## config.mk

```make
export PLATFORM = sky130hd
export DESIGN_NAME = psum_accum
export DESIGN_NICKNAME = d
export VERILOG_FILES = /design/src/rtl/psum_accum_pkg.sv /design/src/rtl/psum_accum_requant_int8.sv /design/src/rtl/psum_accum.sv
export SDC_FILE = /design/constraint.sdc
export NUM_CORES = 1
export LEC_CHECK = 0
export CORE_UTILIZATION = 59
export CTS_BUF_LIST = sky130_fd_sc_hd__clkbuf_4 sky130_fd_sc_hd__clkbuf_8
export CTS_CLUSTER_DIAMETER = 120
export CTS_CLUSTER_SIZE = 28
export DETAILED_ROUTE_END_ITERATION = 12
export PLACE_DENSITY = 0.84
export SLEW_MARGIN = 0
export SYNTH_ARGS = -nofsm -noshare
export SYNTH_HDL_FRONTEND = slang
export SYNTH_SLANG_ARGS = --single-unit
```

## constraint.sdc

```tcl
create_clock -name i_clk -period 6.8 [get_ports i_clk]
set_input_delay 1.36 -clock i_clk [delete_from_list [all_inputs] [get_ports i_clk]]
set_output_delay 1.36 -clock i_clk [all_outputs]
set_load 0.05 [all_outputs]
```

## src/rtl/psum_accum_pkg.sv

```systemverilog
// ============================================================================
// Module      : psum_accum_pkg
// Description : Shared mode codes, FSM encoding and rescale constant for the
//               partial-sum accumulation controller.
// Revision    : 1.0 - initial release
// ============================================================================
`default_nettype none

package psum_accum_pkg;

   localparam logic [1:0] MODE_INT8     = 2'd0;
   localparam logic [1:0] MODE_INT4     = 2'd1;
   localparam logic [1:0] MODE_INT4_VSQ = 2'd2;

   localparam logic [1:0] ST_IDLE  = 2'd0;
   localparam logic [1:0] ST_ACCUM = 2'd1;
   localparam logic [1:0] ST_OUT   = 2'd2;

   // The mac defers the VSQ scale by this many bits; requant restores it.
   localparam int VSQ_RESCALE = 8;

endpackage : psum_accum_pkg

`default_nettype wire

```

## src/rtl/psum_accum_requant_int8.sv

```systemverilog
// ============================================================================
// Module      : requant_int8
// Description : Combinational requantizer: VSQ rescale, round-half-up
//               arithmetic right shift, saturation to a signed OUT_W result.
// Revision    : 1.0 - initial release
// ============================================================================
`default_nettype none

module requant_int8
   import psum_accum_pkg::*;
#(
   parameter int ACC_W = 24,
   parameter int OUT_W = 8
) (
   input  logic [ACC_W-1:0] i_value,
   input  logic [1:0]       i_mode,
   input  logic [4:0]       i_shift,
   output logic [OUT_W-1:0] o_data
);

   localparam logic signed [31:0] c_sat_max = (32'sd1 <<< (OUT_W - 1)) - 32'sd1;
   localparam logic signed [31:0] c_sat_min = -(32'sd1 <<< (OUT_W - 1));

   logic signed [31:0] w_x;
   logic signed [31:0] w_r;

   // All arithmetic is 32-bit signed; ACC_W + VSQ_RESCALE must fit in 32.
   always_comb begin
      w_x = 32'($signed(i_value));
      if (i_mode == MODE_INT4_VSQ) begin
         w_x = w_x <<< VSQ_RESCALE;
      end
      w_r = w_x;
      if (i_shift != 5'd0) begin
         w_r = (w_x + (32'sd1 <<< (i_shift - 5'd1))) >>> i_shift;
      end
      if (w_r > c_sat_max) begin
         o_data = c_sat_max[OUT_W-1:0];
      end else if (w_r < c_sat_min) begin
         o_data = c_sat_min[OUT_W-1:0];
      end else begin
         o_data = w_r[OUT_W-1:0];
      end
   end

endmodule : requant_int8

`default_nettype wire

```

## src/rtl/psum_accum.sv

```systemverilog
// ============================================================================
// Module      : psum_accum
// Description : Partial-sum owner for the mac stage: counts tile beats,
//               requantizes the final sum and hands it off via valid/ready.
// Revision    : 1.0 - initial release
// ============================================================================
`default_nettype none

module psum_accum
   import psum_accum_pkg::*;
#(
   parameter int ACC_W = 24,
   parameter int OUT_W = 8
) (
   input  logic             i_clk,
   input  logic             i_rst_n,
   input  logic             i_start,
   input  logic [1:0]       i_mode,
   input  logic [7:0]       i_num_tiles,
   input  logic [4:0]       i_out_shift,
   input  logic             i_valid,
   output logic             o_ready,
   input  logic [ACC_W-1:0] i_result,
   output logic [ACC_W-1:0] o_psum,
   output logic [1:0]       o_mode,
   output logic             o_valid,
   input  logic             i_ready,
   output logic [OUT_W-1:0] o_data,
   output logic [ACC_W-1:0] o_acc,
   output logic             o_busy
);

   logic [1:0]       r_state;
   logic [1:0]       r_mode;
   logic [7:0]       r_last_idx;
   logic [4:0]       r_shift;
   logic [7:0]       r_cnt;
   logic [ACC_W-1:0] r_psum;
   logic [OUT_W-1:0] r_data;
   logic [ACC_W-1:0] r_acc;

   logic [OUT_W-1:0] w_requant;
   logic             w_last_beat;

   requant_int8 #(
      .ACC_W (ACC_W),
      .OUT_W (OUT_W)
   ) u_requant (
      .i_value (i_result),
      .i_mode  (r_mode),
      .i_shift (r_shift),
      .o_data  (w_requant)
   );

   assign w_last_beat = (r_cnt == r_last_idx);

   always_ff @(posedge i_clk or negedge i_rst_n) begin
      if (!i_rst_n) begin
         r_state    <= ST_IDLE;
         r_mode     <= 2'd0;
         r_last_idx <= 8'd0;
         r_shift    <= 5'd0;
         r_cnt      <= 8'd0;
         r_psum     <= '0;
         r_data     <= '0;
         r_acc      <= '0;
      end else begin
         case (r_state)
            ST_IDLE: begin
               if (i_start) begin
                  r_mode     <= i_mode;
                  // A tile count of 0 behaves as a single beat.
                  r_last_idx <= (i_num_tiles == 8'd0) ? 8'd0 : i_num_tiles - 8'd1;
                  r_shift    <= i_out_shift;
                  r_cnt      <= 8'd0;
                  r_psum     <= '0;
                  r_state    <= ST_ACCUM;
               end
            end
            ST_ACCUM: begin
               if (i_valid) begin
                  r_psum <= i_result;
                  r_cnt  <= r_cnt + 8'd1;
                  if (w_last_beat) begin
                     r_acc   <= i_result;
                     r_data  <= w_requant;
                     r_state <= ST_OUT;
                  end
               end
            end
            ST_OUT: begin
               if (i_ready) begin
                  r_state <= ST_IDLE;
               end
            end
            default: begin
               r_state <= ST_IDLE;
            end
         endcase
      end
   end

   assign o_ready = (r_state == ST_ACCUM);
   assign o_valid = (r_state == ST_OUT);
   assign o_busy  = (r_state != ST_IDLE);
   assign o_psum  = r_psum;
   assign o_mode  = r_mode;
   assign o_data  = r_data;
   assign o_acc   = r_acc;

endmodule : psum_accum

`default_nettype wire

```

==> results.cfg <==
[clock_tree]
clk_path_buf_depth = 2
root_buffer = clkbuf_8
cts_tree = yes
cts_resized = 0
hold_buffers = 0
clk_latency_ns = 0.38
h-tree-depth = 3
clock_sinks = 81
post_cts_buffers = 0
cts_made_buffers = 9
clk_pin_slew_ns = 0.09

[power_and_ir_drop]
pwr-share-clk = 0.062
netSwitchingFraction = 0.578
power_w = 0.00612
p_seq_frac = 0.143
p_switching_w = 0.00354
leakage_nw = 4.63
pwr_density_cell_nw_per_um2 = 576
comb_power_share = 0.794
cell_internal_pwr_w = 0.00258
peakVddDrop_v = 0.000404

[worst_setup_path]
crit_slowest_cell = or4_1
startpoint_type = primary input
cp-end-kind = flip-flop
r2r_slack_ns = 0.44
worstPathArrival_ns = 6.90
ff2ff_path_depth = 20
path_max_fanout = 7
slowest_delay_ns = 0.58
worstReg2RegStart = o_mode[0]$_DFFE_PN0P_
critPathLaunch = i_result[23]
cpMostUsedCell = a21oi_1
worstPathCellList = clkdlybuf4s50_1, and2_1, a21oi_1, inv_1, ha_1, a211oi_1, o21ai_0, a21oi_1, o21ai_1, or4_1, and2_1, o221ai_2, nor2_1, o31ai_1, nand4_1, a2111oi_0, nand4_1, o41ai_4, buf_4, a21oi_1
critPathKind = primary input to flip-flop
cp.required_ns = 7.08

[min_path]
hp-start = o_data[7]$_DFFE_PN0P_
min_path_cells = 2
hold_class = flip-flop to flip-flop

[timing]
worst_slew_pin_slew_ns = 1.24
rsz0062_at_grt = no
layout_min_cycle_time_ns = 6.62
fmax_ghz = 0.151
maxSlewViolCount = 0
setup_tns_ns = 0
clock_skew_ns = 0.0140
finalCritPeriodShare = 0.973
finalHoldViolCount = 0
setup_viol = 0
max-slew-margin-rel = 0.171

[global_routing]
grt.overflow.total = 0
antenna_found_initial = 0
grtUsageTotal = 0.455
grt_max_degree = 82
grt_pass1_wl_mm = 54.8
grt_pass1_vias = 9563

[logic_synthesis]
synth-async-reset-ratio = 1.00
yosys_warnings = 0
yosys_most_used_dff = dfrtp_1
syn_nets = 1226
avgSynthCellArea_um2 = 7.73
ys_types = 88
netlist_area_um2 = 8870
synthCells = 1147
ys_seq_elements = 81
synth-seq-area-share = 0.228
synth-edff-count = 0

[floorplan]
die_w_um = 125
pin_count = 105
die_height_um = 125
dieArea_um2 = 15500
rows = 44
initial_core_util = 0.608
core_um2 = 14600

[placed_design]
post-dp-hpwl_mm = 27.7
placed_cell_area_um2 = 10400
gp_congestion = 1.07
numPortBuffers = 104

[routing]
avgRoutedWirePerCell_um = 24.6
drt-pass1-iter-count = 6
drt_iter0_markers = 1663
drc = 0
viasPerCell = 7.18
vias = 10500
ant_nets = 0
drt_wl_total_mm = 35.8

[finish]
fin_nets = 1346
finalInstanceArea_um2 = 10600
fillCellCount = 1106
layout-drive-gt1-share = 0.138
n_antenna_cell = 0
area_delta_synth_final_pct = 19.8

[run_status]
outcome = finished, final reports clean

[job]
drv_cap = 0
power groups by stage:
stage / clock [W] / sequential (W) / combinational (W)
finish: 0.000382 / 0.000877 / 0.00486
global route: 0.000401 / 0.000900 / 0.00505
CTS: 0.000380 / 0.000870 / 0.00467
detailed placement: 0 / 0.000872 / 0.00464
global placement: 0 / 0.000864 / 0.00462
floorplan: 0 / 0.00138 / 0.00259
flip-flops by register name (all words and copies together) (netlist names):
signal	cells
r_shift	5
o_acc	24
o_mode	2
r_last_idx	8
r_cnt	8
o_psum	24
o_data	8
r_state	2
critical path, delay by kind of cell:
kind	cells	cell delay [ns]
simple gates	6	1.44
compound gates	10	3.00
fa+ha+maj	1	0.37
buf+inv	3	0.72
Yosys cell counts, types with 17 or more instances:
cell	n	area (um^2)
dfrtp_1	81	2030
a21oi_1	75	375
xnor2_1	26	228
ha_1	34	425
mux2i_1	19	190
inv_1	24	90.1
nand4_1	17	106
o211ai_1	23	173
mux2_2	36	405
and2_1	22	138
nor3_1	33	165
o21ai_0	57	285
a22o_1	26	228
clkbuf_1	52	195
a21o_1	22	165
a211oi_1	18	135
nand3_1	20	100
nor2_1	125	469
nand2_1	169	634
path summary, 6_finish.rpt:
| path | endpoint |
|---|---|
| min | o_data[7]$_DFFE_PN0P_ |
| min in group asynchronous | o_acc[21]$_DFFE_PN0P_ |
| max | o_data[6]$_DFFE_PN0P_ |
| min reg2reg | o_data[7]$_DFFE_PN0P_ |
| max reg2reg | o_data[6]$_DFFE_PN0P_ |
| max in group asynchronous | o_psum[8]$_DFFE_PN0P_ |
cells by family (layout without fill, tap and decap cells):
logic type	Yosys count	count (layout)	share of synthesized area
AND/OR/NAND/NOR	460	460	0.241
AO/OA/AOI/OAI	367	367	0.301
buffers and inverters	98	223	0.0460
flip-flops	81	81	0.228
multiplexers	66	66	0.0938
XOR/XNOR	40	40	0.0395
adder cells (fa/ha/maj)	35	35	0.0502
stage by stage:
stage                     hold WS [ns]  worst slack (ns)   util  cells
final                            0.503             0.182  0.728   1456
after global routing             0.519            0.0491  0.728   1456
after CTS                        0.506             0.319  0.728   1456
after detailed placement         0.484           -0.0507  0.714   1440
after global placement           0.470           -0.0756  0.714   1440
after floorplan                  0.469             0.992      -   1147
placed cells by master, fill, tap and decap left out, types with 10 or more instances in the layout:
cell type        instances
o211a_1                 14
nand2b_1                11
o21ai_1                 10
and2_1                  22
mux2_2                  36
nand3_1                 20
mux2i_1                 19
inv_1                   24
o211ai_1                23
a221oi_1                10
clkbuf_8                10
clkdlybuf4s50_1        103
a21oi_1                 75
nor4_1                  10
nand2_1                169
o21a_1                  12
o21ai_0                 57
nor3_1                  33
xnor2_1                 26
a22o_1                  26
ha_1                    34
buf_4                   78
mux4_2                  10
nor2_1                 124
a21o_1                  22
and3_1                  12
nand4_1                 17
xor2_1                  14
a211oi_1                18
dfrtp_1                 81
cell type report:
type / instances / area (um^2) / area share
clock inverters: 6 / 73.8 / 0.00695
well taps: 184 / 230 / 0.0217
multi-input cells: 968 / 6440 / 0.606
repair buffers: 181 / 1620 / 0.152
clock buffers: 10 / 138 / 0.0130
flip-flops and latches: 81 / 2030 / 0.191
inverters: 26 / 97.6 / 0.00918
metal layers:
metal  wire (um)  global-route usage
met3        4540              0.0992
met4        2030               0.218
met2       15400               0.692
met5           0                   0
met1       13800               0.613
Power figures use the tool's default switching activity.
==> RTL change 1, RTL diff (config.mk and constraints unchanged) <==
`ACC_W` is set to 24 in 2 places; all go to 48.
--- a/src/rtl/psum_accum_requant_int8.sv
+++ b/src/rtl/psum_accum_requant_int8.sv
@@ -11,3 +11,3 @@
 #(
-   parameter int ACC_W = 24,
+   parameter int ACC_W = 48,
    parameter int OUT_W = 8
--- a/src/rtl/psum_accum.sv
+++ b/src/rtl/psum_accum.sv
@@ -11,3 +11,3 @@
 #(
-   parameter int ACC_W = 24,
+   parameter int ACC_W = 48,
    parameter int OUT_W = 8
Ports: changed (resized i_result, o_acc and o_psum); port bits go from 105 to 177. The function was not compared with the original's and may differ.
==> RTL change 1 against the unedited design <==
Wire length rose by 27%; sequential cell count rose by 48; setup slack improved by 28 ps; combinational power rose by 25%; sequential share of layout area rose by 4.7 points; final area rose by 28%; synthesized area rose by 23%; power rose by 32%; register-to-register slack got worse by 160 ps; critical path depth fell by 1; final cell count rose by 20%; critical path type unchanged; largest cell class unchanged.
==> RTL change 1: results (changes against the unedited design) <==
* Net Count, Synth at 1,417 (+16%)
* # nets final at 1,602 (+19%)
* Critical path capture point: o_data[0]
* P_leak at 0.00582 uW (+26%)
* Setup slack, reg-to-reg at 280 ps (-160 ps)
* Area contributors post-synth: dfrtp_1, mux2_2, nand2_1
* Largest net degree at the start of global routing at 77 (-6.1%)
* Maximum vdd drop at 0.560 mV (+39%)
* Reg power frac at 0.166 (+0.023)
* Met1 usage at 0.609 (-0.00366)
* Status: complete, no violations
* DP HPWL at 34,400 um (+24%)
* Met2 usage at 0.736 (+0.0440)
* Placed cells at 1,709 (+19%)
* Logic power comb at 6070 uW (+25%)
* Crit path DAT at 6940 ps (+40 ps)
* CP startpoint: i_result[22]
* Library cells used by synthesis at 89 (+1.1%)
* Via density at 7.19 (+0.13%)
* Worst r2r src: r_shift[3]
* Layout cells sized above 1 at 0.155 (+0.0171)
* Post-DP Area at 13,200 sq um (+27%)
* GRT Util Overall at 0.477 (+0.0216)
* Fill count at 1,253 (+13%)
* Post-synth top cells: nand2_1, nor2_1, dfrtp_1
* Critical path peak fanout at 10 (+3)
* Starting DRT DRC Count at 2,014 (+21%)
* WL/cell at 26.2 um (+6.5%)
* Clk_lat worst skew at 440 ps (+60 ps)
* GRT met3 Usage at 0.144 (+0.0444)
* Cts bufs inserted at 17 (+8)
* Global-route wire length before repair at 67,700 um (+24%)
* GPL Wtd Cong at 1.08 (+0.89%)
* Met3 routed WL at 6050 um (+33%)
* Hold_ws at 492 ps (-11.2 ps)
* Number of global-route vias before repair at 11,800 (+23%)
* Minimum clock period at 6590 ps (-27.6 ps)
* P_int at 3510 uW (+36%)
* Avg Cell Area, Syn at 8.30 sq um (+7.3%)
* DRT met1 WL at 16,800 um (+22%)
* H-tree depth at 4 (+1)
* Register area share after synthesis at 0.296 (+0.0675)
* Worst-margin pin slew at 1070 ps (-172 ps)
* Min-Delay Endpoint: o_psum[38]
* Met2 WL at 20,300 um (+31%)
* Clock Skews at 14.2 ps (+0.172 ps)
* Routed wire length at 45,500 um (+27%)
* Hold_sp: o_psum[38]
* Placement Setup Slack at 52.1 ps (+103 ps)
## RTL change 1: changes by cell type after synthesis, moves of 10 or more
cell / before / now
o21ai_0: 57 / 77
xnor2_1: 26 / 16
nand3_1: 20 / 32
o211a_1: 14 / 4
o22ai_1: 5 / 16
a21oi_1: 75 / 60
mux2_2: 36 / 75
dfrtp_1: 81 / 129
buf_1: 4 / 16
## RTL change 1: through the flow
| step | total power [uW] | util |
|---|---|---|
| after floorplan | 5090 | - |
| after global placement | 7040 | 0.734 |
| after detailed placement | 7150 | 0.734 |
| after CTS | 7820 | 0.754 |
| after global routing | 8360 | 0.755 |
| final | 8060 | 0.755 |
## RTL change 1: cells by family after synthesis
family | synth area share
multiplexers | 0.119
buffers and inverters | 0.0416
flip-flops | 0.296
XOR/XNOR | 0.0353
AO/OA/AOI/OAI | 0.254
AND/OR/NAND/NOR | 0.213
adder cells (fa/ha/maj) | 0.0408
## RTL change 1: critical path, cell delays in order
cell             delay, ps
clkdlybuf4s50_1        510
mux2_2                 340
ha_1                   480
nand2_1                130
nor2_1                 440
nand3_1                160
o211ai_1               460
mux2_2                 440
nor2_1                 150
a2bb2oi_1              490
nand2_1                220
buf_4                  190
o211a_1                210
buf_4                  140
or4_1                  490
nor4_2                 180
a31oi_2                170
buf_4                  190
o22ai_1                160
## RTL change 1: final cells by class
class / count / area share
multi-input cells: 1069 / 0.533
flip-flops and latches: 129 / 0.237
repair buffers: 258 / 0.175
well taps: 229 / 0.0211
clock buffers: 18 / 0.0178
clock inverters: 14 / 0.00947
inverters: 24 / 0.00662
## RTL change 1: timing repair
item	in CTS	in global routing
hold buffers	0	0
resized for setup	0	2
hold endpoints to repair	0	0
setup endpoints to repair	0	4
==> RTL change 2, RTL diff (same flow settings) <==
Without the edit above. Make the reset (`i_rst_n`) synchronous in one clocked block.
--- a/src/rtl/psum_accum.sv
+++ b/src/rtl/psum_accum.sv
@@ -56,3 +56,3 @@
 
-   always_ff @(posedge i_clk or negedge i_rst_n) begin
+   always_ff @(posedge i_clk) begin
       if (!i_rst_n) begin
Formal check against the unedited RTL: differs if i_rst_n is asserted again (counterexample within 4 cycles, from zero or initial values and one cycle with i_rst_n low); with i_rst_n held inactive, the same outputs for 4 cycles.
==> RTL change 2 against the unedited design <==
Final area decreased by 1.7%; synthesized area grew 1.8%; wire length grew 4.2%; register-to-register slack improved by 100 ps; sequential cell count did not move; setup slack improved by 200 ps; clock skew is 4.4 ps lower.
Power is left out: it rests on default switching activity, and per cell area and clock period it moved more than threefold.
==> RTL change 2: results (changes against the unedited design) <==
* Critical path peak fanout at 8 (+1)
* Crit-path slowest cell: o311ai_1
* Starting DRT DRC Count at 1,672 (+0.54%)
* CP peak stage delay at 800 ps (+220 ps)
* # nets final at 1,479 (+9.9%)
* GRT met3 Usage at 0.123 (+0.0235)
* Min-Delay Path Class: reg -> reg
* Crit path DAT at 6670 ps (-230 ps)
* Net Count, Synth at 1,396 (+14%)
* Post-synth ARST share at 0 (-1.00)
* Reg2Reg Depth at 18 (-10%)
* Placement Setup Slack at 236 ps (+287 ps)
* Post-DP Area at 10,200 sq um (-1.8%)
* Global-route wire length before repair at 58,200 um (+6.2%)
* GRT Util Overall at 0.470 (+0.0154)
* Finished Layout Cells at 1,589 (+9.1%)
* Met3 routed WL at 4850 um (+6.9%)
* H-tree depth at 3 (unchanged)
* Root buffer cell: clkbuf_8
* Slew Viols, Final at 0 (unchanged)
* Fill count at 1,236 (+12%)
* Post-synthesis compound-gate area fraction at 0.337 (+0.0362)
* GPL Wtd Cong at 1.11 (+3.3%)
* DRT met1 WL at 13,400 um (-2.5%)
* Hold path cells at 2 (unchanged)
* Mapped Cells at 1,317 (+15%)
* Worst-margin pin slew at 1250 ps (+7.73 ps)
* RR Endpoint: o_data[1]
* Layout cells sized above 1 at 0.0911 (-0.0473)
* Largest net degree at the start of global routing at 56 (-32%)
* Clk_lat worst skew at 360 ps (-20 ps)
* Number of global-route vias before repair at 10,900 (+14%)
* Adder-cell area share of the yosys netlist at 0.0493 (-0.000890)
* Mux contribution to synthesized area at 0.0434 (-0.0504)
* Met2 WL at 16,400 um (+6.1%)
* Status: complete, no violations
* Setup slack, reg-to-reg at 540 ps (+100 ps)
* Met1 usage at 0.563 (-0.0504)
* Clock Skews at 9.61 ps (-4.44 ps)
* Xor and xnor area share after synthesis at 0.0349 (-0.00458)
* Post-synth EDFFs at 0 (unchanged)
* Final WS setup at 382 ps (+200 ps)
* IO Port Bufs at 104 (unchanged)
* Area contributors post-synth: dfxtp_1, nand2_1, a21oi_1
* Hold_sp: o_psum[21]
* Min-Delay Endpoint: o_psum[21]
* Met2 usage at 0.744 (+0.0529)
* Hold_ws at 455 ps (-48.4 ps)
* DP HPWL at 28,800 um (+3.9%)
* Dominant synthesized flop cell: dfxtp_1
* Routed wire length at 37,300 um (+4.2%)
* Register area share after synthesis at 0.180 (-0.0489)
* Library cells used by synthesis at 103 (+17%)
* Worst r2r src: r_shift[1]
* Detailed Routing Iterations Pass 1 at 8 (+2)
* Post-synth top cells: nand2_1, a21oi_1, nor2_1
* Via density at 7.15 (-0.42%)
==> RTL change 2: layout make-up <==
cell class,count,area [sq um],share of cell area
Multi-Input combinational cell,1123,6830,0.654
Sequential cell,81,1620,0.155
Timing Repair Buffer,154,1430,0.137
Tap cell,184,230,0.0220
Clock buffer,11,139,0.0133
Inverter,31,116,0.0111
Clock inverter,5,78.8,0.00755
==> RTL change 2: how the worst max path moves through the flow <==
stage | startpoint | to
after floorplan | o_mode[0] | o_data[1]
after global placement | i_result[23] | o_data[1]
after detailed placement | i_result[23] | o_data[1]
after CTS | i_result[23] | o_data[1]
after global routing | i_result[0] | o_data[1]
final | i_result[10] | o_data[0]
==> RTL change 2: critical path: cells and delay by family <==
family	cells	cell delay, ps
AOI/OAI and AO/OA	9	2870
muxes	1	290
adders and majority gates	1	410
and+or+nand+nor	5	1100
buffers and inverters	2	630
